`src/rtl/io_bus_master_if.sv`:
```
// rtl/io_bus_master_if.sv - core request/response and I/O controller strobe bundle
//
// Purpose: bundles the core-side request/response handshake with the
// word-wide strobe bus of the memory-mapped I/O controller.
// Port summary (master view):
//   in  req, req_we, req_size[1:0], req_uns, req_addr[31:0], req_wdata[31:0]
//   out busy, resp_valid, resp_rdata[31:0], resp_err
//   out addr[31:0], din[31:0], we, rreq
//   in  dout[31:0] (controller read data), rdy
interface io_bus_master_if;
    logic        req;
    logic        req_we;
    logic [1:0]  req_size;
    logic        req_uns;
    logic [31:0] req_addr;
    logic [31:0] req_wdata;

    logic        busy;
    logic        resp_valid;
    logic [31:0] resp_rdata;
    logic        resp_err;

    logic [31:0] addr;
    logic [31:0] din;
    logic        we;
    logic        rreq;
    logic [31:0] dout;
    logic        rdy;

    modport master (
        input  req, req_we, req_size, req_uns, req_addr, req_wdata,
        input  dout, rdy,
        output busy, resp_valid, resp_rdata, resp_err,
        output addr, din, we, rreq
    );

    modport slave (
        output req, req_we, req_size, req_uns, req_addr, req_wdata,
        output dout, rdy,
        input  busy, resp_valid, resp_rdata, resp_err,
        input  addr, din, we, rreq
    );
endinterface

```
`src/rtl/io_bus_master.sv`:
```
// rtl/io_bus_master.sv - CPU-side load/store initiator for the I/O controller strobe bus
//
// Purpose: accepts byte/half/word loads and stores, drives the controller's
// ADDR/DIN/WE/RREQ strobes until RDY, extends load data, performs
// read-modify-write for sub-word stores and aborts hung strobes after
// TIMEOUT cycles. Every accepted request yields exactly one resp_valid pulse.
// Ports:
//   clk_i  clock, all state on rising edge
//   rst_i  asynchronous active-high reset
//   bus    io_bus_master_if.master (request, response and strobe signals)
// Parameter:
//   TIMEOUT  cycles a strobe is held without rdy before abort (1..65535)
module io_bus_master #(
    parameter int unsigned TIMEOUT = 255
) (
    input  logic                  clk_i,
    input  logic                  rst_i,
    io_bus_master_if.master       bus
);

    typedef enum logic [2:0] {
        S_IDLE,
        S_RD,
        S_WR,
        S_RMW_RD,
        S_RMW_WR,
        S_DONE
    } state_t;

    localparam logic [15:0] CNT_LAST = 16'(TIMEOUT - 1);

    state_t      state_q, state_d;
    logic [1:0]  size_q, size_d;
    logic        uns_q, uns_d;
    logic [31:0] addr_q, addr_d;
    logic [31:0] wdata_q, wdata_d;
    logic [31:0] din_q, din_d;
    logic [15:0] cnt_q, cnt_d;
    logic [31:0] rdata_q, rdata_d;
    logic        err_q, err_d;
    logic        rreq_q, rreq_d;
    logic        we_q, we_d;

    logic [4:0]  lane_shamt;
    logic [31:0] lane;
    logic [31:0] load_ext;
    logic [31:0] lane_mask;
    logic [31:0] merged;
    logic        timeout;
    logic        bad_req;

    // Lane selection and sign/zero extension of the returned controller word.
    always_comb begin
        lane_shamt = {addr_q[1:0], 3'b000};
        lane       = bus.dout >> lane_shamt;
        case (size_q)
            2'b00:   load_ext = uns_q ? {24'h0, lane[7:0]}   : {{24{lane[7]}}, lane[7:0]};
            2'b01:   load_ext = uns_q ? {16'h0, lane[15:0]}  : {{16{lane[15]}}, lane[15:0]};
            default: load_ext = lane;
        endcase
    end

    // Sub-word store merge: only the addressed byte/half lane is replaced.
    always_comb begin
        lane_mask = ((size_q == 2'b00) ? 32'h0000_00FF : 32'h0000_FFFF) << lane_shamt;
        merged    = (bus.dout & ~lane_mask) | ((wdata_q << lane_shamt) & lane_mask);
    end

    always_comb begin
        bad_req = (bus.req_size == 2'b11)
               || ((bus.req_size == 2'b01) && bus.req_addr[0])
               || ((bus.req_size == 2'b10) && (bus.req_addr[1:0] != 2'b00));
    end

    assign timeout = (cnt_q == CNT_LAST);

    always_comb begin
        state_d = state_q;
        size_d  = size_q;
        uns_d   = uns_q;
        addr_d  = addr_q;
        wdata_d = wdata_q;
        din_d   = din_q;
        cnt_d   = cnt_q + 16'd1;
        rdata_d = rdata_q;
        err_d   = err_q;

        case (state_q)
            S_IDLE: begin
                cnt_d = 16'd0;
                if (bus.req) begin
                    size_d  = bus.req_size;
                    uns_d   = bus.req_uns;
                    addr_d  = bus.req_addr;
                    wdata_d = bus.req_wdata;
                    if (bad_req) begin
                        rdata_d = 32'h0;
                        err_d   = 1'b1;
                        state_d = S_DONE;
                    end else if (!bus.req_we) begin
                        state_d = S_RD;
                    end else if (bus.req_size == 2'b10) begin
                        din_d   = bus.req_wdata;
                        state_d = S_WR;
                    end else begin
                        state_d = S_RMW_RD;
                    end
                end
            end
            S_RD: begin
                // rdy wins over the timeout on the final allowed cycle.
                if (bus.rdy) begin
                    rdata_d = load_ext;
                    err_d   = 1'b0;
                    state_d = S_DONE;
                end else if (timeout) begin
                    rdata_d = 32'h0;
                    err_d   = 1'b1;
                    state_d = S_DONE;
                end
            end
            S_RMW_RD: begin
                if (bus.rdy) begin
                    din_d   = merged;
                    cnt_d   = 16'd0;
                    state_d = S_RMW_WR;
                end else if (timeout) begin
                    // Abandon the store: the write phase never starts.
                    rdata_d = 32'h0;
                    err_d   = 1'b1;
                    state_d = S_DONE;
                end
            end
            S_WR, S_RMW_WR: begin
                if (bus.rdy) begin
                    rdata_d = 32'h0;
                    err_d   = 1'b0;
                    state_d = S_DONE;
                end else if (timeout) begin
                    rdata_d = 32'h0;
                    err_d   = 1'b1;
                    state_d = S_DONE;
                end
            end
            S_DONE: begin
                cnt_d   = 16'd0;
                rdata_d = 32'h0;
                err_d   = 1'b0;
                state_d = S_IDLE;
            end
            default: begin
                cnt_d   = 16'd0;
                state_d = S_IDLE;
            end
        endcase

        // Strobes are registered from the next state so they come straight
        // off flops and can never overlap.
        rreq_d = (state_d == S_RD) || (state_d == S_RMW_RD);
        we_d   = (state_d == S_WR) || (state_d == S_RMW_WR);
    end

    always_ff @(posedge clk_i or posedge rst_i) begin
        if (rst_i) begin
            state_q <= S_IDLE;
            size_q  <= 2'b00;
            uns_q   <= 1'b0;
            addr_q  <= 32'h0;
            wdata_q <= 32'h0;
            din_q   <= 32'h0;
            cnt_q   <= 16'd0;
            rdata_q <= 32'h0;
            err_q   <= 1'b0;
            rreq_q  <= 1'b0;
            we_q    <= 1'b0;
        end else begin
            state_q <= state_d;
            size_q  <= size_d;
            uns_q   <= uns_d;
            addr_q  <= addr_d;
            wdata_q <= wdata_d;
            din_q   <= din_d;
            cnt_q   <= cnt_d;
            rdata_q <= rdata_d;
            err_q   <= err_d;
            rreq_q  <= rreq_d;
            we_q    <= we_d;
        end
    end

    assign bus.busy       = (state_q != S_IDLE);
    assign bus.resp_valid = (state_q == S_DONE);
    assign bus.resp_rdata = rdata_q;
    assign bus.resp_err   = err_q;
    assign bus.addr       = {addr_q[31:2], 2'b00};
    assign bus.din        = din_q;
    assign bus.rreq       = rreq_q;
    assign bus.we         = we_q;

endmodule

```
`src/flat_wrapper.sv`:
```
// flat-port wrapper written by rule: the top's interface ports become plain ports
module io_bus_master_flat 
#(
    parameter int unsigned TIMEOUT = 255
)
  (clk_i, rst_i, bus_req, bus_req_we, bus_req_size, bus_req_uns, bus_req_addr, bus_req_wdata, bus_dout, bus_rdy, bus_busy, bus_resp_valid, bus_resp_rdata, bus_resp_err, bus_addr, bus_din, bus_we, bus_rreq);
  io_bus_master_if bus_i ();
  input  logic clk_i;
  input  logic rst_i;
  input wire logic [$bits(bus_i.req)-1:0] bus_req;
  input wire logic [$bits(bus_i.req_we)-1:0] bus_req_we;
  input wire logic [$bits(bus_i.req_size)-1:0] bus_req_size;
  input wire logic [$bits(bus_i.req_uns)-1:0] bus_req_uns;
  input wire logic [$bits(bus_i.req_addr)-1:0] bus_req_addr;
  input wire logic [$bits(bus_i.req_wdata)-1:0] bus_req_wdata;
  input wire logic [$bits(bus_i.dout)-1:0] bus_dout;
  input wire logic [$bits(bus_i.rdy)-1:0] bus_rdy;
  output wire logic [$bits(bus_i.busy)-1:0] bus_busy;
  output wire logic [$bits(bus_i.resp_valid)-1:0] bus_resp_valid;
  output wire logic [$bits(bus_i.resp_rdata)-1:0] bus_resp_rdata;
  output wire logic [$bits(bus_i.resp_err)-1:0] bus_resp_err;
  output wire logic [$bits(bus_i.addr)-1:0] bus_addr;
  output wire logic [$bits(bus_i.din)-1:0] bus_din;
  output wire logic [$bits(bus_i.we)-1:0] bus_we;
  output wire logic [$bits(bus_i.rreq)-1:0] bus_rreq;
  assign bus_i.req = bus_req;
  assign bus_i.req_we = bus_req_we;
  assign bus_i.req_size = bus_req_size;
  assign bus_i.req_uns = bus_req_uns;
  assign bus_i.req_addr = bus_req_addr;
  assign bus_i.req_wdata = bus_req_wdata;
  assign bus_i.dout = bus_dout;
  assign bus_i.rdy = bus_rdy;
  assign bus_busy = bus_i.busy;
  assign bus_resp_valid = bus_i.resp_valid;
  assign bus_resp_rdata = bus_i.resp_rdata;
  assign bus_resp_err = bus_i.resp_err;
  assign bus_addr = bus_i.addr;
  assign bus_din = bus_i.din;
  assign bus_we = bus_i.we;
  assign bus_rreq = bus_i.rreq;
  io_bus_master #(.TIMEOUT(TIMEOUT)) u_core (.clk_i(clk_i), .rst_i(rst_i), .bus(bus_i));
endmodule
```
`config.mk`:
```
export PLATFORM = sky130hd
export DESIGN_NAME = io_bus_master_flat
export DESIGN_NICKNAME = d
export VERILOG_FILES = /design/src/rtl/io_bus_master_if.sv /design/src/rtl/io_bus_master.sv /design/src/flat_wrapper.sv
export SDC_FILE = /design/constraint.sdc
export NUM_CORES = 1
export LEC_CHECK = 0
export ABC_CLOCK_PERIOD_IN_PS = 4800
export CAP_MARGIN = 20
export CORE_MARGIN = 8
export CORE_UTILIZATION = 45
export CTS_BUF_LIST = sky130_fd_sc_hd__clkbuf_8
export DETAILED_ROUTE_END_ITERATION = 8
export PLACE_DENSITY = 0.91
export RECOVER_POWER = 50
export SYNTH_ARGS = -nofsm -noshare
export SYNTH_HDL_FRONTEND = slang
export SYNTH_SLANG_ARGS = --single-unit
export TNS_END_PERCENT = 10
```
`constraint.sdc`:
```
create_clock -name clk_i -period 4.8 [get_ports clk_i]
set_input_delay 0.96 -clock clk_i [delete_from_list [all_inputs] [get_ports clk_i]]
set_output_delay 0.96 -clock clk_i [all_outputs]
set_load 0.01 [all_outputs]
```
==> impl_results.md <==
- Outcome: finished with violations
- Failing checks: max-capacitance violations, max-slew violations
- Main synth FF type: dfrtp_1
- Worst-skew pair later-pin latency: 0.45 ns
- Netlist Area Pre-Place: 7131 um^2
- Port Buffer Count: between 200 and 250
- Leak: between 4 and 5 nW
- Syn Inst Count: ~700
- Flops & latches, synth: 137
- Pwr Density: about 600 nW/um^2
- CTS tree: yes
- Avg Synthesized Cell Area: 10.26 um^2
- Int Pwr: 3.546 mW
- Peak Freq: roughly 0.32 GHz
- Hold Crit Depth: 2
- Post-CTS setup buffer count: 0
- Final hold violation count: 0
- Period Utilization, post-route: 0.6431
- Actual slew at the worst max-slew pin: approximately 1.9 ns
- Routing usage on met2: 0.3579
- Met3 global-route usage: 0.07090
- Final Critical Period: 3.087 ns
- Cts bufs inserted: 17
- Post-detail-place hpwl: 16,410 um
- Worst-path clk slew: roughly 0.070 ns
- CP required: ~5.1 ns
- Hold path startpoint: u_core.bus.din[21]$_DFFE_PP0P_
- Core area: between 15,000 and 20,000 um^2
- Area contributors post-synth: dfrtp_1 (48%), mux2_2 (8.1%), mux2i_1 (5.8%)
- Sw Share: 0.3767
- Commonest non-fill, non-tap cell in the layout: clkdlybuf4s50_1
- First-pass GRT wire length: about 34,000 um
- # fillers: approximately 1,300
- Ant diodes: 0
- Top-area cell type share of the netlist area: 0.4808
- CP Data Arrival Time: ~3.4 ns
- Crit path capture type: flip-flop
- Slew Limit Fails: between 80 and 90
- Clk buf depth: 2
- Initial DRC Count: 554
- Final non-filler cell total: around 1,100
- Startpoint types: input port
- RSZ-0062 raised after global routing: no
- YS warnings: 0
- Ports: between 200 and 250
- Initial DRT Pass Iterations: 5
- Maximum fanout along the worst path: 55
- Nets@finish: ~950
- Reg power frac: 0.356
- Die H: around 140 um
- Share of post-route cells with drive strength above 1: 0.1240
- FF-to-FF Start: u_core.state_q[2]$_DFF_PP0_
- CTS resizes: 0
- Area growth from synthesis to layout: 32.51%
- Die width: 141.9 um
- Cell Rows: 46
- Final ANT Viol Nets: 0
- Distinct cell type count after synthesis: 55
- Clock share of power: 0.187
- Commonest non-fill, non-tap cells in the layout: clkdlybuf4s50_1 (175), dfrtp_1 (136), nand2_1 (76)
- Die area: between 20,000 and 25,000 um^2
- R2R Path End: u_core.bus.din[22]$_DFFE_PP0P_
- Most Crowded Layer GR: met2
- Routability cong.: 0.8771
- Vias: between 5,000 and 6,000
- CTS sink cnt: about 140
- Placed Area: 9006 um^2
- Number of global-route vias before repair: approximately 6,000
- Worst vdd rail ir drop: 403.8 uV
- Vias/cell: about 5.6
- EDFF count, synth: 0
- Setup TNS: 0 ns
- Htree depth: 4
- Initial antenna violation count: 0
- Comb power frac: 0.457
- DRC violations left: 0
- Flop2flop setup slack: about 1.8 ns
- Placed insts: approximately 1,000
- Max_cap viols: 1
- Number of setup violations in the final report: 0
- Worst Hold End: u_core.bus.din[21]$_DFFE_PP0P_
- Wire per inst: just over 20 um
- Final Hold Slack: roughly 0.47 ns
- HP Class: flip-flop to flip-flop
- Area leader, netlist: dfrtp_1
- Share of the yosys chip area belonging to registers: 0.4808
- Largest net degree at the start of global routing: between 80 and 90
- Psw: between 2 and 2.5 mW
- Ys async rst share: 1.000
- Grt ovf: 0
- Starting Density: 0.4538
- Final instance area: 9449 um^2
- Wirelength, routed: between 20,000 and 25,000 um
- Met1 Use GR: 0.2640
- Clock root cell: clkbuf_8
- Slew margin rel.: -0.2606
- Reg2Reg Depth: 7
- Cts hold-fix bufs: 0
- Crit path kind: input port to flip-flop
- GR Util All Layers: 0.2176
- Clock Skew: between 0.01 and 0.015 ns
==> power by group through the flow <==
stage / registers [mW] / clock network [mW] / logic [mW]
2_1_floorplan: 1.98 / 0 / 1.69
3_3_place_gp: 2.02 / 0 / 2.57
3_5_place_dp: 2.04 / 0 / 2.63
4_1_cts: 2.02 / 1.09 / 2.64
5_1_grt: 2.09 / 1.13 / 2.80
6_report: 2.02 / 1.06 / 2.60
==> sequential cells by signal (all words and copies together) (netlist names) <==
register               flops
u_core.addr_q             32
u_core.wdata_q            16
u_core.bus.rreq            1
u_core.uns_q               1
u_core.bus.din            32
u_core.bus.resp_err        1
u_core.bus.we              1
u_core.cnt_q              16
u_core.state_q             3
u_core.bus.resp_rdata     32
u_core.size_q              2
==> area by class of cell <==
cell class,instances,area [um^2],share of cell area
clock buffers,20,275.3,0.02913
clock inverters,12,171.4,0.01814
inverters,7,30.03,0.003178
multi-input cells,471,3208,0.3395
flip-flops and latches,137,3430,0.3630
well taps,216,270.3,0.02860
repair buffers,208,2064,0.2185
==> cells by family after synthesis <==
group / synth area share
buffers and inverters: 0.07001
multiplexers: 0.1381
other: 0.0005259
AND/OR/NAND/NOR: 0.1262
adder cells (fa/ha/maj): 0.003509
XOR/XNOR: 0.01597
flip-flops: 0.4808
AO/OA/AOI/OAI: 0.1649
==> worst max-delay path, stage by stage <==
cell             delay [ns]
clkdlybuf4s50_1        0.48
and2_2                 0.16
clkbuf_2               1.05
a22oi_1                0.23
buf_4                  0.31
nand2_1                0.11
o21ai_0                0.09
==> through the flow <==
step                  util  total power [mW]  setup slack, ns
finish              0.6014             5.689            1.713
global route        0.6014             6.031            1.513
CTS                 0.6016             5.751            1.870
detailed placement  0.5732             4.672            1.498
global placement    0.5732             4.585            1.613
floorplan                -             3.664           0.1722
==> routing by layer <==
layer / vias to the layer above / wire [um]
met5: - / 0
met4: 0 / 356
met3: 35 / 2225
met2: 290 / 10690
met1: 2875 / 8457
li1: 2748 / -
==> Yosys cell counts, types with 8 or more instances <==
library cell,instances
mux2i_1,41
xor2_1,9
a21oi_1,52
nand3_1,8
clkbuf_1,19
nand2_1,76
a211oi_1,25
nor2_1,53
mux2_2,51
nor2b_1,11
buf_4,34
buf_2,21
a21o_1,9
o211ai_1,17
dfrtp_1,137
a31oi_1,10
o21ai_0,32
==> worst max-delay path by stage <==
| stage | slack (ns) | start | end | cells after the start |
|---|---|---|---|---|
| 2_1_floorplan | 0.17 | rst_i | u_core.addr_q[0]$_DFFE_PP0P_ | 1 |
| 3_3_place_gp | 1.61 | bus_req_size[1] | u_core.bus.din[8]$_DFFE_PP0P_ | 5 |
| 3_5_place_dp | 1.50 | bus_req_size[1] | u_core.bus.din[11]$_DFFE_PP0P_ | 6 |
| 4_1_cts | 1.87 | u_core.state_q[2]$_DFF_PP0_ | bus_busy | 3 |
| 5_1_grt | 1.51 | u_core.state_q[2]$_DFF_PP0_ | u_core.bus.din[16]$_DFFE_PP0P_ | 7 |
| 6_report | 1.71 | bus_req | u_core.bus.din[22]$_DFFE_PP0P_ | 7 |
Note: power is estimated with default switching activity, not from simulation.
